===== config.mk =====
export PLATFORM = sky130hd
export DESIGN_NAME = bus_arbiter
export DESIGN_NICKNAME = d
export VERILOG_FILES = /design/src/rtl/bus_arbiter.sv
export SDC_FILE = /design/constraint.sdc
export NUM_CORES = 1
export LEC_CHECK = 0
export CAP_MARGIN = 30
export CORE_MARGIN = 2
export CORE_UTILIZATION = 25
export DETAILED_ROUTE_END_ITERATION = 8
export GPL_TIMING_DRIVEN = 0
export PLACE_DENSITY = 0.46
export SYNTH_ARGS = -nofsm -noshare
export SYNTH_HDL_FRONTEND = slang
export SYNTH_SLANG_ARGS = --single-unit

===== constraint.sdc =====
create_clock -name clock -period 2.1 [get_ports clock]
set_input_delay 0.525 -clock clock [delete_from_list [all_inputs] [get_ports clock]]
set_output_delay 0.525 -clock clock [all_outputs]
set_load 0.02 [all_outputs]

===== src/rtl/bus_arbiter.sv =====
// bus_arbiter: XT system bus ownership arbiter between the 8088 (through 8288 status)
// and the 8237 DMA hold request. DMA is only granted in a passive, unlocked CPU window,
// and AEN#, the CPU driver enable and HLDA are sequenced so that the two masters never
// drive the bus at the same time. The CPU is held off through the ready path while DMA
// owns the bus.
module bus_arbiter #(
    parameter int HOLD_SETUP_CYCLES = 2,
    parameter int RELEASE_CYCLES    = 1,
    parameter int MIN_CPU_CYCLES    = 4,
    parameter int MAX_DMA_CYCLES    = 1024
) (
    input  logic       clock,
    input  logic       reset_n,
    input  logic [2:0] processor_status,
    input  logic       processor_lock_n,
    input  logic       hold_request,
    output logic       hold_acknowledge,
    output logic       address_enable_n,
    output logic       cpu_bus_enable,
    output logic       cpu_wait_request,
    output logic       watchdog_timeout
);

    localparam int SETUP_W = $clog2(HOLD_SETUP_CYCLES + 1);
    localparam int REL_W   = $clog2(RELEASE_CYCLES + 1);
    localparam int FAIR_W  = (MIN_CPU_CYCLES > 0) ? $clog2(MIN_CPU_CYCLES + 1) : 1;
    localparam int DMA_W   = (MAX_DMA_CYCLES > 0) ? $clog2(MAX_DMA_CYCLES + 1) : 1;
    localparam bit WDOG_EN = (MAX_DMA_CYCLES > 0);

    // Terminal values: the timed states leave on the clock that sees the last count.
    localparam logic [SETUP_W-1:0] SETUP_LAST = SETUP_W'(HOLD_SETUP_CYCLES - 1);
    localparam logic [REL_W-1:0]   REL_LAST   = REL_W'(RELEASE_CYCLES - 1);
    localparam logic [FAIR_W-1:0]  FAIR_INIT  = FAIR_W'(MIN_CPU_CYCLES);
    localparam logic [DMA_W-1:0]   DMA_LAST   = WDOG_EN ? DMA_W'(MAX_DMA_CYCLES - 1) : '0;
    localparam logic [DMA_W-1:0]   DMA_SAT    = '1;

    typedef enum logic [2:0] {
        ST_CPU,
        ST_SYNC,
        ST_AEN,
        ST_DMA,
        ST_RELEASE
    } state_t;

    state_t             state;
    state_t             state_nxt;
    logic [2:0]         status_p1;
    logic [SETUP_W-1:0] setup_cnt;
    logic [SETUP_W-1:0] setup_nxt;
    logic [REL_W-1:0]   rel_cnt;
    logic [REL_W-1:0]   rel_nxt;
    logic [FAIR_W-1:0]  fair_cnt;
    logic [FAIR_W-1:0]  fair_nxt;
    logic [DMA_W-1:0]   dma_cnt;
    logic [DMA_W-1:0]   dma_nxt;
    logic               wd_nxt;
    logic               passive_window;
    logic               cpu_owns_nxt;

    // Two consecutive passive status samples with LOCK# released mark a safe handover point.
    assign passive_window = (processor_status == 3'b111) && (status_p1 == 3'b111) && processor_lock_n;

    // CPU and SYNC keep the CPU on the bus; every other state belongs to DMA.
    assign cpu_owns_nxt = (state_nxt == ST_CPU) || (state_nxt == ST_SYNC);

    // State, previous-status sample and phase counters.
    always_ff @(posedge clock or negedge reset_n) begin
        if (!reset_n) begin
            state     <= ST_CPU;
            status_p1 <= 3'b111;
            setup_cnt <= '0;
            rel_cnt   <= '0;
            fair_cnt  <= '0;
            dma_cnt   <= '0;
        end else begin
            state     <= state_nxt;
            status_p1 <= processor_status;
            setup_cnt <= setup_nxt;
            rel_cnt   <= rel_nxt;
            fair_cnt  <= fair_nxt;
            dma_cnt   <= dma_nxt;
        end
    end

    // Next-state and counter update; a dropped request always wins over a timer expiring.
    always_comb begin
        state_nxt = state;
        setup_nxt = setup_cnt;
        rel_nxt   = rel_cnt;
        fair_nxt  = fair_cnt;
        dma_nxt   = dma_cnt;
        wd_nxt    = 1'b0;
        case (state)
            ST_CPU: begin
                if (fair_cnt != '0) begin
                    fair_nxt = fair_cnt - 1'b1;
                end
                if (hold_request && (fair_cnt == '0)) begin
                    state_nxt = ST_SYNC;
                end
            end
            ST_SYNC: begin
                if (!hold_request) begin
                    state_nxt = ST_CPU;
                end else if (passive_window) begin
                    state_nxt = ST_AEN;
                    setup_nxt = '0;
                end
            end
            ST_AEN: begin
                if (!hold_request) begin
                    state_nxt = ST_RELEASE;
                    rel_nxt   = '0;
                end else if (setup_cnt == SETUP_LAST) begin
                    state_nxt = ST_DMA;
                    dma_nxt   = '0;
                end else begin
                    setup_nxt = setup_cnt + 1'b1;
                end
            end
            ST_DMA: begin
                if (dma_cnt != DMA_SAT) begin
                    dma_nxt = dma_cnt + 1'b1;
                end
                if (!hold_request) begin
                    state_nxt = ST_RELEASE;
                    rel_nxt   = '0;
                end else if (WDOG_EN && (dma_cnt == DMA_LAST)) begin
                    state_nxt = ST_RELEASE;
                    rel_nxt   = '0;
                    wd_nxt    = 1'b1;
                end
            end
            ST_RELEASE: begin
                if (rel_cnt == REL_LAST) begin
                    state_nxt = ST_CPU;
                    fair_nxt  = FAIR_INIT;
                end else begin
                    rel_nxt = rel_cnt + 1'b1;
                end
            end
            default: begin
                state_nxt = ST_CPU;
            end
        endcase
    end

    // Outputs are registered decodes of the next state, so they switch on the transition edge.
    always_ff @(posedge clock or negedge reset_n) begin
        if (!reset_n) begin
            hold_acknowledge <= 1'b0;
            address_enable_n <= 1'b1;
            cpu_bus_enable   <= 1'b1;
            cpu_wait_request <= 1'b0;
            watchdog_timeout <= 1'b0;
        end else begin
            hold_acknowledge <= (state_nxt == ST_DMA);
            address_enable_n <= cpu_owns_nxt;
            cpu_bus_enable   <= cpu_owns_nxt;
            cpu_wait_request <= !cpu_owns_nxt;
            watchdog_timeout <= wd_nxt;
        end
    end

endmodule


### Yosys cells after proc, flatten, opt, wreduce, memory -nomap -nowiden

Index checks and enable logic that the tools add are counted.

| storage, ports and cells | value |
|---|---|
| register bits after elaboration | 27 |
| bits in latches | 0 |
| bits in writable memories | 0 |
| bits in read-only memories | 0 |
| input port bits | 7 |
| output and inout port bits | 5 |
| logic and storage cells | 81 |
| memories | 0 |

| operators by class | value |
|---|---|
| $add $sub $neg | 4 |
| multiply operators | 0 |
| divide/modulo/power cells | 0 |
| $lt $le $gt $ge | 0 |
| equality and inequality tests | 21 |
| shift-type cells | 0 |
| mux-type cells | 29 |
| bitwise operators | 0 |
| reductions and logical operators | 17 |

Operators by type and width:

| kind | number |
|---|---|
| 11-bit two-way mux | 3 |
| 3-bit two-way mux | 10 |
| 11-bit case mux with 2 select lines | 1 |
| 2-bit != test, second input constant | 9 |
| 3-bit case mux with 5 select lines | 1 |
| 11-bit by 1-bit adder with 11-bit output, second input constant | 1 |
| 11-bit by 10-bit equality test with 1-bit output, second input constant | 1 |
| 11-bit != test, second input constant | 1 |
| 3-bit by 2-bit equality test with 1-bit output, second input constant | 3 |
| 3-bit equality test, second input constant | 3 |
| 3-bit logical NOT | 3 |
| 2-bit two-way mux | 4 |
| 1-bit two-way mux | 7 |
| 3-bit by 1-bit equality test with 1-bit output, second input constant | 2 |
| 3-bit case mux with 2 select lines | 1 |
| 3-bit AND reduction | 2 |
| 2-bit nonzero test | 3 |
| 3-bit nonzero test | 2 |
| 5-bit AND reduction | 1 |
| 2-bit case mux with 2 select lines | 1 |
| 4-bit AND reduction | 1 |
| 1-bit logical AND | 3 |
| 3-bit != test, second input constant | 1 |
| 1-bit case mux with 3 select lines | 1 |
| other kinds (6) | 6 |

### Depth between registers and ports, before layout

| depth | value |
|---|---|
| depth in word-level cells | 9 |
| gate-level depth with buffers | 6 |
| depth with buffers taken out | 6 |

### Least setup slack after synthesis

Ideal clock, no wire load.

| timing | value |
|---|---|
| path type | reg2reg |
| from | register dma_cnt[0] |
| to | register dma_cnt[9] |
| setup time | 77 ps |
| arrival | 1532 ps |
| data required time | 2023 ps |
| path slack | 491 ps |
| cell stages (with the launch flop) | 6 |
| buffers on the path | 0 |
| period minus slack after synthesis | 1609 ps |
| cells stage by stage | dfrtp_1 -> ha_1 -> nand3_1 -> o31ai_4 -> or4_1 -> a21oi_1 |

| on the way | value |
|---|---|
| cells in the longest elaborated chain, start to end | 3 |
| elaborated cells on any way between the ends | 6 |
| classes of those cells | 1 x add/sub; 2 x eq/ne; 2 x mux; 1 x reduce/logical |

RTL lines:

| item | RTL line | text |
|---|---|---|
| start: declaration | 54 | `logic [DMA_W-1:0] dma_cnt;` |
| start signal: assignment | 81 | `dma_cnt <= dma_nxt;` |
| 11-bit by 1-bit adder with 11-bit output or 11-bit != test (tied branches) | 123, 122 |  |
| 11-bit two-way mux or 2-bit != test (tied branches) | n/a |  |
| 11-bit case mux with 2 select lines or 4-bit AND reduction (tied branches) | n/a |  |

Several ways; a longest one is shown, not always the timed one. The select of a mux whose other input is x is not followed.
A chain may end at the register's enable or synchronous reset.

### Worst setup path after layout

| timing | value |
|---|---|
| from | register cpu_bus_enable |
| to | output port cpu_bus_enable |

RTL lines:

| item | RTL line | text |
|---|---|---|
| start: declaration | 19 | `output logic cpu_bus_enable,` |
| start signal: assignment | 159 | `cpu_bus_enable <= cpu_owns_nxt;` |

No word-level cell between the ends.

==> flow_summary.toml <==
[status]
run_status = "completed"

[setup_path]
path_cells = "buf_4 > clkdlybuf4s50_1"
worst_setup_path_end_kind = "output pin"
path_delay_family = "buffers and inverters"
critical_path_arrival_ns = 1.49
crit_slowest_cell = "clkdlybuf4s50_1"
cp-start-kind = "flip-flop"
reg2reg_depth = 5
r2r_end = "state[0]"
path_max_fanout = 2
required_ns = 1.57
crit_buf_inv = 2
rrSetupSlack_ns = 0.31
r2r-start = "dma_cnt[0]"
critPathMaxStageDelay_ns = 0.58
critPathKind = "flip-flop to output pin"

[die]
die_area_um2 = 5820
core_um2 = 5070
die_y_um = 76.3
die_w_um = 76.3
start_util_pct = 25.8
ios = 12
num_rows = 26

[clock_tree]
post_cts_buffers = 0
clock-sinks = 26
insertion_delay_ns = 0.27
cts_tree = "yes"
cts_buffers = 3
cts_max_level = 1
clkSlewWorstSetupHoldPaths_ns = 0.09
ctsHoldBuffers = 0
clockBufferDepth = 2
clockRootBuffer = "clkbuf_8"

[cells_and_area]
utilization_pct = 31.5
finalNonFillerCells = 211
syn_to_final_growth_pct = 22.1
drive_above_1_share_pct = 13.5
final_common_cell = "dfrtp_1"
mostFrequentLayoutCells = "dfrtp_1, nand2_1, clkdlybuf4s50_1"
antennaDiodeCount = 0
multi_input_area_um2 = 608
fin_nets = 153
nFillCells = 550
design_area_um2 = 1600
final-seq-area_um2 = 656

[worst_hold_path]
holdPathStages = 1
min_to = "setup_cnt[0]"
hp-class = "flip-flop to flip-flop"
hp-start = "setup_cnt[0]"

[pwr]
irDropWorstVdd_v = 0.000408
power_density_nw_per_um2 = 831
leakage_nw = 0.652
total_power_mw = 1.33

[grt]
grt-ovfl-total = 0
grt_max_degree = 16
grt_first_pass_wirelength_um = 4760
antenna_found_initial = 0
grt_pass1_vias = 1025
grt_usage_pct = 10.0

[timing]
setup_violations = 0
max_freq_mhz = 497
finalCriticalPeriod_ns = 2.01
maxSlewViolCount = 0
final.period_utilization_pct = 95.8
setup_ws_ns = 0.0873
whs_ns = 0.520
slew_headroom_pct = 56.3
tns_ns = 0
rsz0062_at_grt = "no"
tightest_slew_ns = 0.653
final_hold_viol_count = 0
skew_ns = 0.00599

[detailed_routing]
routed.top_layer = "met4"
wire_per_inst_um = 12.5
met3_length_um = 105
vias = 1016
dr.pass1.iters = 4
vias_per_cell = 4.82
drt.antenna.violating_nets = 0
drc_errors = 0
wl_met1_um = 1240
dr_wl_met2_um = 1260
detail_route.iter0.violations = 92
postRouteWirelength_um = 2630

[synth]
synthArstFlopShare_pct = 100
synth_cell_type_count = 38
ys_ff_latch = 26
ys.flop_type = "dfrtp_1"
yosysWarnings = 0
synth_edf_count = 0
postSynthAreaPerCell_um2 = 10.5
syn_area_um2 = 1310
syn_nets = 136
syn_inst = 125
synth_seq_area_share_pct = 50.1

[place]
placed_area_um2 = 1520
place_congestion = 0.808
pre_cts_ws_ns = -0.177
dp.final_hpwl_um = 2040
port_buffers = 11
dp_cells = 207

[job]
cap_viol_max_count = 0
## what timing repair did
item                                    CTS  global route
endpoints found under the setup margin    0             1
resized for setup                         0             1
hold endpoints to repair                  0             0
## layer usage
metal / up-vias / GRT usage (%)
met5: - / 0
met4: 0 / 2.91
met3: 2 / 3.32
met2: 19 / 15.8
met1: 504 / 13.1
li1: 491 / -
## logic make-up (layout without fill, tap and decap cells)
logic type | after synthesis | in the layout | synth area share (%)
flip-flops | 26 | 26 | 50.1
buffers and inverters | 11 | 27 | 3.73
adder cells (fa/ha/maj) | 4 | 4 | 3.83
AO/OA/AOI/OAI | 31 | 31 | 16.4
AND/OR/NAND/NOR | 51 | 51 | 24.4
multiplexers | 2 | 2 | 1.53
## sequential cells by signal, summed over array words and instances (netlist names)
| signal | cells |
|---|---|
| dma_cnt | 11 |
| fair_cnt | 3 |
| state | 3 |
| status_p1 | 3 |
| setup_cnt | 2 |
| cpu_bus_enable | 1 |
| cpu_wait_request | 1 |
| hold_acknowledge | 1 |
| watchdog_timeout | 1 |
## synthesized netlist by cell type, types with 2 or more instances
cell type	n	area [um^2]
o211ai_1	2	15.0
nor2_1	4	15.0
o21ai_0	9	45.0
buf_4	2	15.0
a21bo_2	2	20.0
inv_1	8	30.0
a21oi_1	8	40.0
o31ai_1	4	30.0
and3_1	3	18.8
nand3_1	8	40.0
ha_1	4	50.1
or4_1	2	15.0
dfstp_2	4	105
nand3b_1	3	22.5
dfrtp_1	22	551
mux2i_1	2	20.0
nand2_1	12	45.0
nor3_1	6	30.0
## how the worst max path moves through the flow
stage,from,end,cells past startpoint,slack [ns]
after floorplan,dma_cnt[0],dma_cnt[9],5,0.49
after global placement,hold_request,hold_acknowledge,5,-0.11
after detailed placement,hold_request,hold_acknowledge,5,-0.18
after CTS,cpu_bus_enable,cpu_bus_enable,2,0.07
after global routing,cpu_bus_enable,cpu_bus_enable,2,0.03
final,cpu_bus_enable,cpu_bus_enable,2,0.09
## worst register-to-register path, cell delays in order, from the launching register on
cell	delay, ns
dfrtp_1	0.40
ha_1	0.20
nand3_1	0.24
nor4_4	0.39
nor2_1	0.09
or3b_1	0.37
## where the power goes
part	switching [mW]	internal, mW	total, mW
Combinational	0.161	0.136	0.296
Clock	0.159	0.255	0.414
Sequential	0.0592	0.557	0.616
Total	0.378	0.948	1.33
## final cells by class
cell class / count / share of cell area [%]
Buffer: 3 / 1.18
Clock buffer: 3 / 2.59
Clock inverter: 1 / 1.88
Inverter: 8 / 1.88
Multi-Input combinational cell: 88 / 38.1
Sequential cell: 26 / 41.1
Tap cell: 70 / 5.49
Timing Repair Buffer: 12 / 7.84
No activity file was read; power rests on OpenSTA's default activity.
